`config.mk`:
```
export PLATFORM = sky130hd
export DESIGN_NAME = hilo_muldiv_unit
export DESIGN_NICKNAME = d
export VERILOG_FILES = /design/src/rtl/muldiv_pkg.sv /design/src/rtl/muldiv_sign_fix.sv /design/src/rtl/hilo_muldiv_unit.sv
export SDC_FILE = /design/constraint.sdc
export NUM_CORES = 1
export LEC_CHECK = 0
export CORE_MARGIN = 3
export CORE_UTILIZATION = 61
export DETAILED_ROUTE_END_ITERATION = 7
export PLACE_DENSITY = 0.8
export REMOVE_ABC_BUFFERS = 1
export SLEW_MARGIN = 0
export SYNTH_ARGS = -nofsm -noshare
export SYNTH_HDL_FRONTEND = slang
export SYNTH_HIERARCHICAL = 1
export SYNTH_SLANG_ARGS = --single-unit
```
`constraint.sdc`:
```
create_clock -name Clk -period 7.1 [get_ports Clk]
set_input_delay 1.065 -clock Clk [delete_from_list [all_inputs] [get_ports Clk]]
set_output_delay 1.065 -clock Clk [all_outputs]
set_load 0.02 [all_outputs]
```
`src/rtl/muldiv_pkg.sv`:
```
// Shared types and constants for the HI/LO multiply/divide unit.
package muldiv_pkg;

  localparam int unsigned XLEN = 32;
  localparam int unsigned OP_W = 3;

  typedef enum logic [OP_W-1:0] {
    OP_MULT  = 3'd0,
    OP_MULTU = 3'd1,
    OP_DIV   = 3'd2,
    OP_DIVU  = 3'd3,
    OP_MADD  = 3'd4,
    OP_MSUB  = 3'd5,
    OP_MTHI  = 3'd6,
    OP_MTLO  = 3'd7
  } op_e;

  typedef enum logic [1:0] {
    S_IDLE,
    S_CALC,
    S_FIX,
    S_DONE
  } state_e;

  // Operations whose operands are treated as two's complement
  function automatic logic is_signed_op(input op_e op);
    return (op == OP_MULT) || (op == OP_DIV) || (op == OP_MADD) || (op == OP_MSUB);
  endfunction

  function automatic logic is_div_op(input op_e op);
    return (op == OP_DIV) || (op == OP_DIVU);
  endfunction

endpackage

```
`src/rtl/muldiv_sign_fix.sv`:
```
// Magnitude extraction on entry and sign correction / accumulate on exit.
module muldiv_sign_fix
  import muldiv_pkg::*;
#(
  parameter int unsigned XLEN = muldiv_pkg::XLEN
) (
  input  logic [XLEN-1:0]   a,
  input  logic [XLEN-1:0]   b,
  input  logic              is_signed,
  output logic [XLEN-1:0]   mag_a_c,
  output logic [XLEN-1:0]   mag_b_c,
  output logic              sign_a_c,
  output logic              sign_b_c,
  input  op_e               op,
  input  logic              neg_a,
  input  logic              neg_b,
  input  logic [2*XLEN-1:0] raw,
  input  logic [2*XLEN-1:0] hilo,
  output logic [2*XLEN-1:0] res_c
);

  localparam int unsigned DW = 2 * XLEN;

  logic [DW-1:0]   prod;
  logic [XLEN-1:0] quot;
  logic [XLEN-1:0] rem;

  // Operand signs and absolute values for the unsigned engine
  always_comb begin
    sign_a_c = is_signed & a[XLEN-1];
    sign_b_c = is_signed & b[XLEN-1];
    mag_a_c  = sign_a_c ? (XLEN'(0) - a) : a;
    mag_b_c  = sign_b_c ? (XLEN'(0) - b) : b;
  end

  // Re-apply signs to the engine result, then accumulate into HI/LO if asked
  always_comb begin
    prod  = (neg_a ^ neg_b) ? (DW'(0) - raw) : raw;
    quot  = (neg_a ^ neg_b) ? (XLEN'(0) - raw[XLEN-1:0]) : raw[XLEN-1:0];
    rem   = neg_a ? (XLEN'(0) - raw[DW-1:XLEN]) : raw[DW-1:XLEN];
    res_c = hilo;
    case (op)
      OP_MULT, OP_MULTU: res_c = prod;
      OP_MADD:           res_c = hilo + prod;
      OP_MSUB:           res_c = hilo - prod;
      OP_DIV, OP_DIVU:   res_c = {rem, quot};
      default:           res_c = hilo;
    endcase
  end

endmodule

```
`src/rtl/hilo_muldiv_unit.sv`:
```
// Iterative radix-2 multiply/divide unit feeding the HI/LO register pair.
module hilo_muldiv_unit
  import muldiv_pkg::*;
#(
  parameter int unsigned XLEN = muldiv_pkg::XLEN,
  parameter int unsigned ITER = XLEN
) (
  input  logic            Clk,
  input  logic            Rst,
  input  logic            Start,
  input  logic [OP_W-1:0] Op,
  input  logic [XLEN-1:0] A,
  input  logic [XLEN-1:0] B,
  input  logic [XLEN-1:0] HI_cur,
  input  logic [XLEN-1:0] LO_cur,
  output logic [XLEN-1:0] HI_result,
  output logic [XLEN-1:0] LO_result,
  output logic            Busy,
  output logic            Done
);

  localparam int unsigned DW    = 2 * XLEN;
  localparam int unsigned CNT_W = $clog2(ITER + 1);

  state_e            state_q, state_nxt;
  logic              busy_nxt, done_nxt;
  logic [CNT_W-1:0]  cnt_q;
  op_e               op_q;
  logic              neg_a_q, neg_b_q;
  logic [XLEN-1:0]   mag_a_q, mag_b_q;
  logic [DW-1:0]     hilo_q;
  logic [DW-1:0]     acc_q;

  op_e               op_in;
  logic              is_signed_c;
  logic              fast_c;
  logic              last_iter_c;
  logic [XLEN-1:0]   mag_a_c, mag_b_c;
  logic              sign_a_c, sign_b_c;
  logic [DW-1:0]     fix_res_c;
  logic [DW-1:0]     fast_res_c;
  logic [XLEN:0]     mul_sum_c;
  logic [XLEN:0]     rem_sh_c;
  logic [XLEN:0]     diff_c;
  logic [DW-1:0]     step_c;

  assign op_in       = op_e'(Op);
  assign is_signed_c = is_signed_op(op_in);
  assign fast_c      = (op_in == OP_MTHI) || (op_in == OP_MTLO) ||
                       (is_div_op(op_in) && (B == '0));
  assign last_iter_c = (cnt_q == CNT_W'(ITER - 1));

  muldiv_sign_fix #(.XLEN(XLEN)) u_sign_fix (
    .a         (A),
    .b         (B),
    .is_signed (is_signed_c),
    .mag_a_c   (mag_a_c),
    .mag_b_c   (mag_b_c),
    .sign_a_c  (sign_a_c),
    .sign_b_c  (sign_b_c),
    .op        (op_q),
    .neg_a     (neg_a_q),
    .neg_b     (neg_b_q),
    .raw       (acc_q),
    .hilo      (hilo_q),
    .res_c     (fix_res_c)
  );

  // Results for operations that bypass the iterative engine
  always_comb begin
    fast_res_c = {HI_cur, LO_cur};
    case (op_in)
      OP_MTHI:         fast_res_c = {A, LO_cur};
      OP_MTLO:         fast_res_c = {HI_cur, A};
      OP_DIV, OP_DIVU: fast_res_c = {A, {XLEN{1'b1}}};
      default:         fast_res_c = {HI_cur, LO_cur};
    endcase
  end

  // One shift-add or restoring shift-subtract step on the shared accumulator
  always_comb begin
    mul_sum_c = {1'b0, acc_q[DW-1:XLEN]} + (acc_q[0] ? {1'b0, mag_a_q} : '0);
    rem_sh_c  = {acc_q[DW-1:XLEN], acc_q[XLEN-1]};
    diff_c    = rem_sh_c - {1'b0, mag_b_q};
    step_c    = {mul_sum_c, acc_q[XLEN-1:1]};
    if (is_div_op(op_q)) begin
      if (!diff_c[XLEN]) begin
        step_c = {diff_c[XLEN-1:0], acc_q[XLEN-2:0], 1'b1};
      end else begin
        step_c = {rem_sh_c[XLEN-1:0], acc_q[XLEN-2:0], 1'b0};
      end
    end
  end

  // Next-state and next-output decode
  always_comb begin
    state_nxt = state_q;
    busy_nxt  = 1'b0;
    done_nxt  = 1'b0;
    case (state_q)
      S_IDLE:  if (Start) state_nxt = fast_c ? S_DONE : S_CALC;
      S_CALC:  if (last_iter_c) state_nxt = S_FIX;
      S_FIX:   state_nxt = S_DONE;
      S_DONE:  state_nxt = S_IDLE;
      default: state_nxt = S_IDLE;
    endcase
    busy_nxt = (state_nxt == S_CALC) || (state_nxt == S_FIX);
    done_nxt = (state_nxt == S_DONE);
  end

  // State register with registered Busy/Done
  always_ff @(posedge Clk) begin
    if (Rst) begin
      state_q <= S_IDLE;
      Busy    <= 1'b0;
      Done    <= 1'b0;
    end else begin
      state_q <= state_nxt;
      Busy    <= busy_nxt;
      Done    <= done_nxt;
    end
  end

  // Operand capture, iteration and result write-back
  always_ff @(posedge Clk) begin
    if (Rst) begin
      cnt_q     <= '0;
      op_q      <= OP_MULT;
      neg_a_q   <= 1'b0;
      neg_b_q   <= 1'b0;
      mag_a_q   <= '0;
      mag_b_q   <= '0;
      hilo_q    <= '0;
      acc_q     <= '0;
      HI_result <= '0;
      LO_result <= '0;
    end else begin
      case (state_q)
        S_IDLE: begin
          if (Start) begin
            op_q    <= op_in;
            neg_a_q <= sign_a_c;
            neg_b_q <= sign_b_c;
            mag_a_q <= mag_a_c;
            mag_b_q <= mag_b_c;
            hilo_q  <= {HI_cur, LO_cur};
            cnt_q   <= '0;
            acc_q   <= is_div_op(op_in) ? {XLEN'(0), mag_a_c} : {XLEN'(0), mag_b_c};
            if (fast_c) begin
              {HI_result, LO_result} <= fast_res_c;
            end
          end
        end
        S_CALC: begin
          acc_q <= step_c;
          cnt_q <= cnt_q + CNT_W'(1);
        end
        S_FIX: begin
          {HI_result, LO_result} <= fix_res_c;
        end
        default: ;
      endcase
    end
  end

endmodule

```
==> reports/qor.txt <==
status - finished, final reports clean
layout overhead on the synthesized area - 14.3%
DIE WIDTH - 213 um
vias - 30200
setup TNS - 0 ns
share of layout cells above drive strength 1 - 0.0689
DP Area - 28800 um^2
initial antenna violation count - 5
Buffers on Ports - 199
clk root buf - clkbuf_16
largest net degree at the start of global routing - 98
met1 WL - 40100 um
Max Root-Sink Buffers - 3
htree depth - 1
Int Power - 0.00370 W
Netlist Area Pre-Place - 26200 um^2
fin crit period - 6.84 ns
hold crit path type - register to register
CTS Sinks - 271
Comb pwr share - 0.450
synthesized flop and latch total - 271
Cells after Synth - 3681
Setup violations, final - 0
met3 wire length - 14000 um
Hold Vio Cnt, Final - 0
highest metal used - met5
YS warnings - 6
core box area - 42200 um^2
GRT Total Usage - 0.446
Worst Setup Start Kind - register
CP top delay family - compound AO/OA/AOI/OAI gates
most common cell after layout, fill and taps aside - nand2_1
first-pass GRT wire length - 160000 um
Sw Share - 0.419
Die ar. - 45500 um^2
gr ovfl total - 0
DIE HEIGHT - 213 um
DP Worst Slack - 0.322 ns
Seq/Total Area, Yosys - 0.207
Max VDD drop - 0.000197 V
CP max FO - 10
fin nets - 4051
CP max-delay cell - dfxtp_1
Ports - 200
number of hold buffers added after CTS - 0
Leakage - 12.0 nW
Synth Area per Inst - 7.12 um^2
number of flops mapped to enable cells by yosys - 0
DP HPWL - 79600 um
maxcap violations - 0
Slew Limit Fails - 0
crit path DAT - 7.30 ns
final worst setup slack - 0.258 ns
post-route ant nets - 0
final instance area - 30000 um^2
Clk pwr share - 0.272
switching power - 0.00266 W
Avg WL per Cell - 24.5 um
kind of critical path - register to register
Initial Util - 0.621
RSZ-0062 raised after global routing - no
CP Capture Type - register
asr flop ratio synth - 0
Inserted Clock Buffers - 31
sequential power share - 0.278
predominant post-synthesis flop cell - dfxtp_1
R2R Setup Slk - 0.26 ns
worst clock skew - 0.0286 ns
vias per inst - 6.96
synth unique cells - 100
CTS tree - done
Min Hold Slack - 0.454 ns
Worst Path Required - 7.55 ns
Post-route DRC - 0
Cell Pwr Density - 212 nW/um^2
Tot Pwr - 0.00636 W
vias in the first global route - 28100
# rows - 75
TritonRoute pass-1 iters - 8
Bufs and invs on worst path - 4
final period utilization - 0.964
FMAX - 0.146 GHz
dominant cells by area after synthesis - dfxtp_1, a21oi_1, nand2_1, ha_1, xnor2_1
Slew headroom - 0.280
CTS clock-pin slew for the worst setup and hold paths - 0.06 ns
met2 WL - 44200 um
initial detailed-routing violation count - 4487
delay of the slowest cell on the worst path - 0.49 ns
most frequent cells in the layout - nand2_1, a21oi_1, nor2_1
Worst-Margin Slew - 1.08 ns
GPL Wtd Cong - 1.06
clock latency on the worst-skew pair - 0.63 ns
Routed Wire Length - 106000 um
Yosys top cell area share - 0.207
Synth area leader - dfxtp_1
## stage by stage
step           instances  utilization
2_1_floorplan       3437            -
3_3_place_gp        4284        0.682
3_5_place_dp        4284        0.682
4_1_cts             4341        0.707
5_1_grt             4344        0.709
6_report            4349        0.709
## repair_timing
item	4_1_cts	5_1_grt
gates resized for setup	0	6
setup buffers	0	1
setup endpoints to repair	0	9
## sequential cells by signal, summed over array words and instances, names as in the netlist
name and cells:
acc_q 64, Done 1, op_q 3, Busy 1
mag_a_q 32, neg_b_q 1, LO_result 32, hilo_q 64
mag_b_q 32, state_q 2, neg_a_q 1, cnt_q 6
HI_result 32
## worst register-to-register path, cell delays in order (launching register included)
cell and delay, ns:
dfxtp_1 0.49, inv_1 0.12, ha_2 0.29, buf_4 0.19, a2111oi_0 0.40, mux2i_1 0.20
a2111oi_2 0.39, buf_4 0.19, and2_1 0.18, nand4_1 0.20, or4_1 0.49, o31ai_1 0.30
buf_4 0.19, and2_1 0.17, nand2_1 0.08, xor2_1 0.22, ha_1 0.36, and3_1 0.25
a311oi_1 0.37, a21oi_1 0.12, a211oi_1 0.37, o21ai_1 0.21, a31oi_1 0.29, xor2_1 0.24
a21oi_1 0.10, o211ai_1 0.18, a21oi_1 0.09
## power by group through the flow
stage / combinational [W] / clock (W) / sequential (W)
global route: 0.00305 / 0.00178 / 0.00178
global placement: 0.00264 / 0 / 0.00179
finish: 0.00286 / 0.00173 / 0.00177
CTS: 0.00273 / 0.00173 / 0.00176
floorplan: 0.00179 / 0 / 0.00182
detailed placement: 0.00271 / 0 / 0.00179
## cell type report
| type | instances | area (um^2) |
|---|---|---|
| antenna | 5 | 12.5 |
| fill | 3465 | 12300 |
| clock buffer | 43 | 911 |
| clock inverter | 14 | 175 |
| sequential | 271 | 5430 |
| multi-input combinational | 3067 | 19500 |
| tap | 539 | 674 |
| inverter | 100 | 375 |
| timing repair buffer | 310 | 2850 |
## logic make-up after synthesis
logic type / count (synthesis) / synth area share
mux: 98 / 0.0428
fa+ha+maj: 136 / 0.0658
simple gates: 1386 / 0.252
compound gates: 1119 / 0.269
buf+inv: 344 / 0.0523
xor+xnor: 327 / 0.111
flops: 271 / 0.207
## metal layers
| layer | vias up | track usage |
|---|---|---|
| met4 | 2 | 0.280 |
| li1 | 13500 | - |
| met1 | 14000 | 0.574 |
| met5 | - | 0 |
| met2 | 2191 | 0.669 |
| met3 | 521 | 0.109 |
## path summary, 6_finish.rpt
| kind | end | cells after the start | from |
|---|---|---|---|
| worst min-delay path | HI_result[8]$_SDFFE_PP0P_ | 2 | HI_result[8]$_SDFFE_PP0P_ |
| worst min register to register | HI_result[8]$_SDFFE_PP0P_ | 2 | HI_result[8]$_SDFFE_PP0P_ |
| worst max register to register | HI_result[29]$_SDFFE_PP0P_ | 26 | acc_q[1]$_SDFFE_PP0P_ |
| worst max-delay path | HI_result[29]$_SDFFE_PP0P_ | 26 | acc_q[1]$_SDFFE_PP0P_ |
## synthesized netlist by cell type, types with 61 or more instances
master and n:
xor2_1 140, nand2_1 589, ha_1 133, mux2i_1 85, a21o_1 61, xnor2_1 183, nand3_1 98, dfxtp_1 271
a21oi_1 442, inv_1 98, nor2_1 282, nor4_1 71, o21ai_0 158, clkbuf_1 197
(Power assumes the default switching activity.)
